[config.mk]
export PLATFORM = sky130hd
export DESIGN_NAME = dds_chirp_gen
export DESIGN_NICKNAME = d
export VERILOG_FILES = /design/src/rtl/dds_chirp_gen.sv
export SDC_FILE = /design/constraint.sdc
export NUM_CORES = 1
export LEC_CHECK = 0
export CAP_MARGIN = 25
export CORE_MARGIN = 3
export CORE_UTILIZATION = 58
export CTS_BUF_LIST = sky130_fd_sc_hd__clkbuf_8
export CTS_CLUSTER_DIAMETER = 150
export CTS_CLUSTER_SIZE = 30
export DETAILED_ROUTE_END_ITERATION = 10
export PLACE_DENSITY = 0.81
export RECOVER_POWER = 25
export SYNTH_ARGS = -nofsm -noshare
export SYNTH_HDL_FRONTEND = slang
export SYNTH_SLANG_ARGS = --single-unit
export TNS_END_PERCENT = 30
[constraint.sdc]
create_clock -name clk -period 5.6 [get_ports clk]
set_clock_uncertainty 0.15 [all_clocks]
set_input_delay 0.56 -clock clk [delete_from_list [all_inputs] [get_ports clk]]
set_output_delay 0.56 -clock clk [all_outputs]
set_load 0.02 [all_outputs]
[src/rtl/dds_chirp_gen.sv]
// dds_chirp_gen: linear-FM chirp phase generator with frequency/phase accumulators.
// Define CHIRP_DITHER_EN to add LFSR dither below the phase_out truncation point.
module dds_chirp_gen #(
    parameter int ACC_W   = 48,
    parameter int PHASE_W = 16,
    parameter int RATE_W  = 32,
    parameter int CNT_W   = 16
) (
    input  logic               clk,
    input  logic               rst,
    input  logic               start,
    input  logic [1:0]         mode,
    input  logic [ACC_W-1:0]   freq_start,
    input  logic [ACC_W-1:0]   freq_step,
    input  logic [RATE_W-1:0]  step_rate,
    input  logic [CNT_W-1:0]   step_count,
    output logic [PHASE_W-1:0] phase_out,
    output logic [ACC_W-1:0]   freq_out,
    output logic               valid,
    output logic               busy,
    output logic               sweep_done
);
    typedef enum logic [1:0] {IDLE, RUN, HOLD} state_t;
    state_t state;
    logic start_d, dir, launch, bound, sweep_end;
    logic [1:0] mode_s;
    logic [ACC_W-1:0] fstart_s, fstep_s, freq, phase_acc, phase_nx, freq_nx, dith_acc;
    logic [RATE_W-1:0] rate_s, rate_cnt;
    logic [CNT_W-1:0] count_s, step_idx;
    assign launch = start & ~start_d;
    always_comb begin
        phase_nx  = phase_acc + freq;
        bound     = state == RUN && rate_cnt == rate_s;
        sweep_end = bound && step_idx == count_s;
        freq_nx   = (!bound || mode_s == 2'd3 || (sweep_end && mode_s != 2'd1)) ? freq :
                    sweep_end ? fstart_s :
                    dir ? freq - fstep_s : freq + fstep_s;
    end
`ifdef CHIRP_DITHER_EN
    localparam int DW = (ACC_W - PHASE_W > 16) ? 16 : ACC_W - PHASE_W;
    logic [15:0] lfsr;
    // Only bits below the output slice are dithered; the accumulator stays clean.
    assign dith_acc = phase_nx + ACC_W'(lfsr & (16'hFFFF >> (16 - DW)));
    always_ff @(posedge clk) begin
        if (rst || launch)
            lfsr <= 16'hACE1;
        else if (valid)
            lfsr <= {lfsr[0] ^ lfsr[2] ^ lfsr[3] ^ lfsr[5], lfsr[15:1]};
    end
`else
    assign dith_acc = phase_nx;
`endif
    always_ff @(posedge clk) begin
        if (rst) begin
            state      <= IDLE;
            start_d    <= 1'b1;
            dir        <= 1'b0;
            mode_s     <= '0;
            fstart_s   <= '0;
            fstep_s    <= '0;
            rate_s     <= '0;
            count_s    <= '0;
            freq       <= '0;
            phase_acc  <= '0;
            rate_cnt   <= '0;
            step_idx   <= '0;
            phase_out  <= '0;
            freq_out   <= '0;
            valid      <= 1'b0;
            busy       <= 1'b0;
            sweep_done <= 1'b0;
        end else begin
            start_d    <= start;
            sweep_done <= 1'b0;
            if (!start) begin
                state     <= IDLE;
                dir       <= 1'b0;
                phase_out <= '0;
                freq_out  <= '0;
                valid     <= 1'b0;
                busy      <= 1'b0;
            end else if (launch) begin
                mode_s    <= mode;
                fstart_s  <= freq_start;
                fstep_s   <= freq_step;
                rate_s    <= step_rate;
                count_s   <= step_count;
                freq      <= freq_start;
                phase_acc <= '0;
                rate_cnt  <= '0;
                step_idx  <= '0;
                dir       <= 1'b0;
                state     <= RUN;
                phase_out <= '0;
                freq_out  <= freq_start;
                valid     <= 1'b1;
                busy      <= 1'b1;
            end else if (state != IDLE) begin
                phase_acc <= phase_nx;
                phase_out <= dith_acc[ACC_W-1 -: PHASE_W];
                freq      <= freq_nx;
                freq_out  <= freq_nx;
                if (state == RUN) begin
                    rate_cnt <= bound ? '0 : rate_cnt + RATE_W'(1);
                    if (bound)
                        step_idx <= sweep_end ? '0 : step_idx + CNT_W'(1);
                    if (sweep_end) begin
                        sweep_done <= 1'b1;
                        if (mode_s == 2'd0)
                            state <= HOLD;
                        if (mode_s == 2'd2)
                            dir <= ~dir;
                    end
                end
            end
        end
    end
endmodule

==> flow_metrics.tcl <==
set metrics [dict create \
    outcome "complete, but fails checks" \
    failed_checks "capacitance limit, slew limit" \
    cts_buffers 15 \
    ys_seq_elements 360 \
    syn_inst 2786 \
    start_util_pct 59.57 \
    worst_hold_path.endpoint "rate_s[8]$_SDFFE_PP0P_" \
    syn_nets 3035 \
    dp.cells 3314 \
    clock_sinks 360 \
    cpMaxStageDelayCell "or3_1" \
    ys_types 73 \
    grt_usage_pct 33.73 \
    async_reset_ff_share_pct 0 \
    synthFlopType "dfxtp_1" \
    drt_iter0_markers 1929 \
    htree_levels 1 \
    yosysWarningCount 0 \
    fin_util_pct 66.92 \
    worstPathCellList "nor3_1, nand2b_1, or3_1, or3_1, nand2b_1, nor2_1, a21oi_1, xnor2_1, ha_1, and3_1, and2_0, and3_1, o211ai_1, and4_1, o21ai_0, buf_4, a311oi_1, xor2_1, o21ai_0, nand2_1, nand3_1" \
    p_per_area_nw_per_um2 213.0 \
    cts_hold_buf 0 \
    worstPathArrival_ns 5.55 \
    hold_viol 0 \
    min_period_over_period_pct 93.06 \
    synth_area_um2 20880 \
    drive_gt1_share_pct 2.887 \
    cts_max_path_buffers 3 \
    fmax_ghz 0.1919 \
    core_um2 35050 \
    cts.clk_slew.worst_paths_ns 0.19 \
    r2r_end "freq[39]$_SDFFE_PP0P_" \
    whs_ns 0.2451 \
    setup-tns-final_ns 0 \
    hold_start "rst" \
    root_buffer "clkbuf_8" \
    gp_congestion 0.9840 \
    drcViolationCount 0 \
    report.final.slew_viol_count 86 \
    ant_nets 0 \
    via_per_inst 6.261 \
    dpl-instance-area_um2 23230 \
    regToRegSetupSlack_ns 0.39 \
    path_class "reg2reg" \
    slew_headroom_pct -178.2 \
    insertion_delay_ns 0.61 \
    ir_drop_uv 237.1 \
    post-place-ws_ns 0.4032 \
    worstReg2RegStart "fstep_s[12]$_SDFFE_PP0P_" \
    dp_hpwl_um 50650 \
    synth.yosys.seq_area_share_pct 34.51 \
    final_design_area_no_fill_um2 23460 \
    fin_ws_ns 0.3886 \
    fin_nets 3125 \
    grt_max_degree 191 \
    wl_per_cell_um 20.49 \
    worstHoldPathType "in2reg" \
    cts_tree "built" \
    port_buffers 215 \
    leakage_nw 9.040 \
    vias 20860 \
    antenna_found_initial 2 \
    end_kind "flop" \
    rr_worst_depth 21 \
    syn_avg_cell_area_um2 7.496 \
    grt_pass1_vias 19370 \
    min_path_cells 2 \
    max_cap_violations 1 \
    pin_count 216 \
    cp-start-kind "flop" \
    max_stage_delay_ns 0.45 \
    power_mw 4.997 \
    final_common_cell "nand2_1" \
    rows 68 \
    final_cell_mix "nand2_1, dfxtp_1, a21oi_1, nor2_1, clkdlybuf4s50_1" \
    fp.dieW_um 195.8 \
    wl_um 68260 \
    crit_fanout 6 \
    fin_cells 3332 \
    synth_edf_count 0 \
    worstMarginPinSlew_ns 4.173 \
    min_period_ns 5.211 \
    fp.dieH_um 195.8 \
    drtPass1Iterations 7 \
    setup_viol 0 \
    grt_pass1_wl_um 105300 \
    grt-ovfl-total 0 \
    die_area_um2 38320 \
    area_delta_synth_final_pct 12.34 \
    num-fill-cells 3074 \
    required_ns 5.94 \
]
==> area by class of cell <==
class	count	area, µm²	share of cell area [%]
Antenna cell	2	5.005	0.02133
Timing Repair Buffer	246	2415	10.29
Tap cell	455	569.3	2.427
Sequential cell	360	7207	30.72
Clock inverter	1	7.507	0.03200
Inverter	45	168.9	0.7200
Clock buffer	15	206.4	0.8800
Multi-Input combinational cell	2208	12880	54.90
==> cell usage after synthesis (5+ instances only) <==
master    count  area, µm²
dfxtp_1     360       7207
nand2_1     514       1929
buf_1        12      45.04
o21bai_1     19      142.6
or3_1        29      181.4
ha_1         98       1226
a41oi_1       5      43.79
a22o_1        5      43.79
nand4_1      42      262.8
o221ai_1     16      140.1
and3_1       22      137.6
buf_2        12      60.06
and2_1        8      50.05
nand2b_1     21      131.4
nor4_1       16      100.1
o31ai_1       9      67.56
o21a_1       12      90.09
nor3_1       42      210.2
clkbuf_1    147      551.8
o31a_1        9      78.83
a21oi_1     345       1727
nand3_1      65      325.3
a22oi_1      27      202.7
a211oi_1     45      337.8
nor2b_1      18      112.6
inv_1        45      168.9
o22ai_1      19      118.9
xnor2_1     133       1165
nor2_1      266      998.5
o21ai_1       5      25.02
o211ai_1     16      120.1
a21boi_0      7      52.55
o21ai_0     129      645.6
or2_2        10      62.56
xor2_1       78      683.2
a31oi_1      46      287.8
a21o_1       64      480.5
==> registers in the layout, summed over array words and instances (netlist names) <==
register    count
busy            1
count_s        16
dir             1
freq           48
freq_out       48
fstart_s       48
fstep_s        48
mode_s          2
phase_acc      48
phase_out      16
rate_cnt       32
rate_s         32
start_d         1
state           2
step_idx       16
sweep_done      1
==> layer usage <==
metal | GRT usage, % | vias to the layer above | part of all wire (%)
met3 | 4.414 | 167 | 7.5
met4 | 15.16 | 2 | 5.2
met2 | 57.19 | 933 | 47
met1 | 42.97 | 9813 | 40
met5 | 0 | - | 0.019
li1 | - | 9946 | -
==> worst max-delay path: cells and delay by family, from the launching register on <==
kind	cells	cell delay [ns]
buffers and inverters	1	0.18
and+or+nand+nor	12	2.79
AOI/OAI and AO/OA	5	0.87
xor gates and xnor gates	2	0.39
adders and majority gates	1	0.35
DFF	1	0.39
==> timing repair <==
action,CTS,global route
resized for setup,0,3
setup endpoints to repair,0,12
setup buffers,0,0
==> cells by family after synthesis <==
| group | Yosys count | synth area share, % |
|---|---|---|
| compound gates | 815 | 23.71 |
| mux | 5 | 0.2457 |
| buf+inv | 218 | 4.044 |
| flops | 360 | 34.51 |
| xor+xnor | 211 | 8.850 |
| simple gates | 1077 | 22.57 |
| fa+ha+maj | 100 | 6.064 |
==> power by group <==
part           internal, mW  switching [mW]
clock network         0.249           0.786
logic                 0.481           0.794
registers              2.62          0.0637
==> how the worst max path moves through the flow <==
| stage | startpoint | to | slack [ns] | depth (start not counted) |
|---|---|---|---|---|
| floorplan | fstep_s[12]$_SDFFE_PP0P_ | freq[47]$_SDFFE_PP0P_ | 0.92 | 20 |
| global placement | fstep_s[12]$_SDFFE_PP0P_ | freq[47]$_SDFFE_PP0P_ | 0.50 | 19 |
| detailed placement | fstep_s[12]$_SDFFE_PP0P_ | freq_out[47]$_SDFFE_PP0N_ | 0.40 | 19 |
| CTS | fstep_s[12]$_SDFFE_PP0P_ | freq_out[47]$_SDFFE_PP0N_ | 0.32 | 19 |
| global route | fstep_s[12]$_SDFFE_PP0P_ | freq_out[47]$_SDFFE_PP0N_ | -0.009 | 19 |
| finish | fstep_s[12]$_SDFFE_PP0P_ | freq[39]$_SDFFE_PP0P_ | 0.39 | 21 |
(Power assumes the default switching activity.)
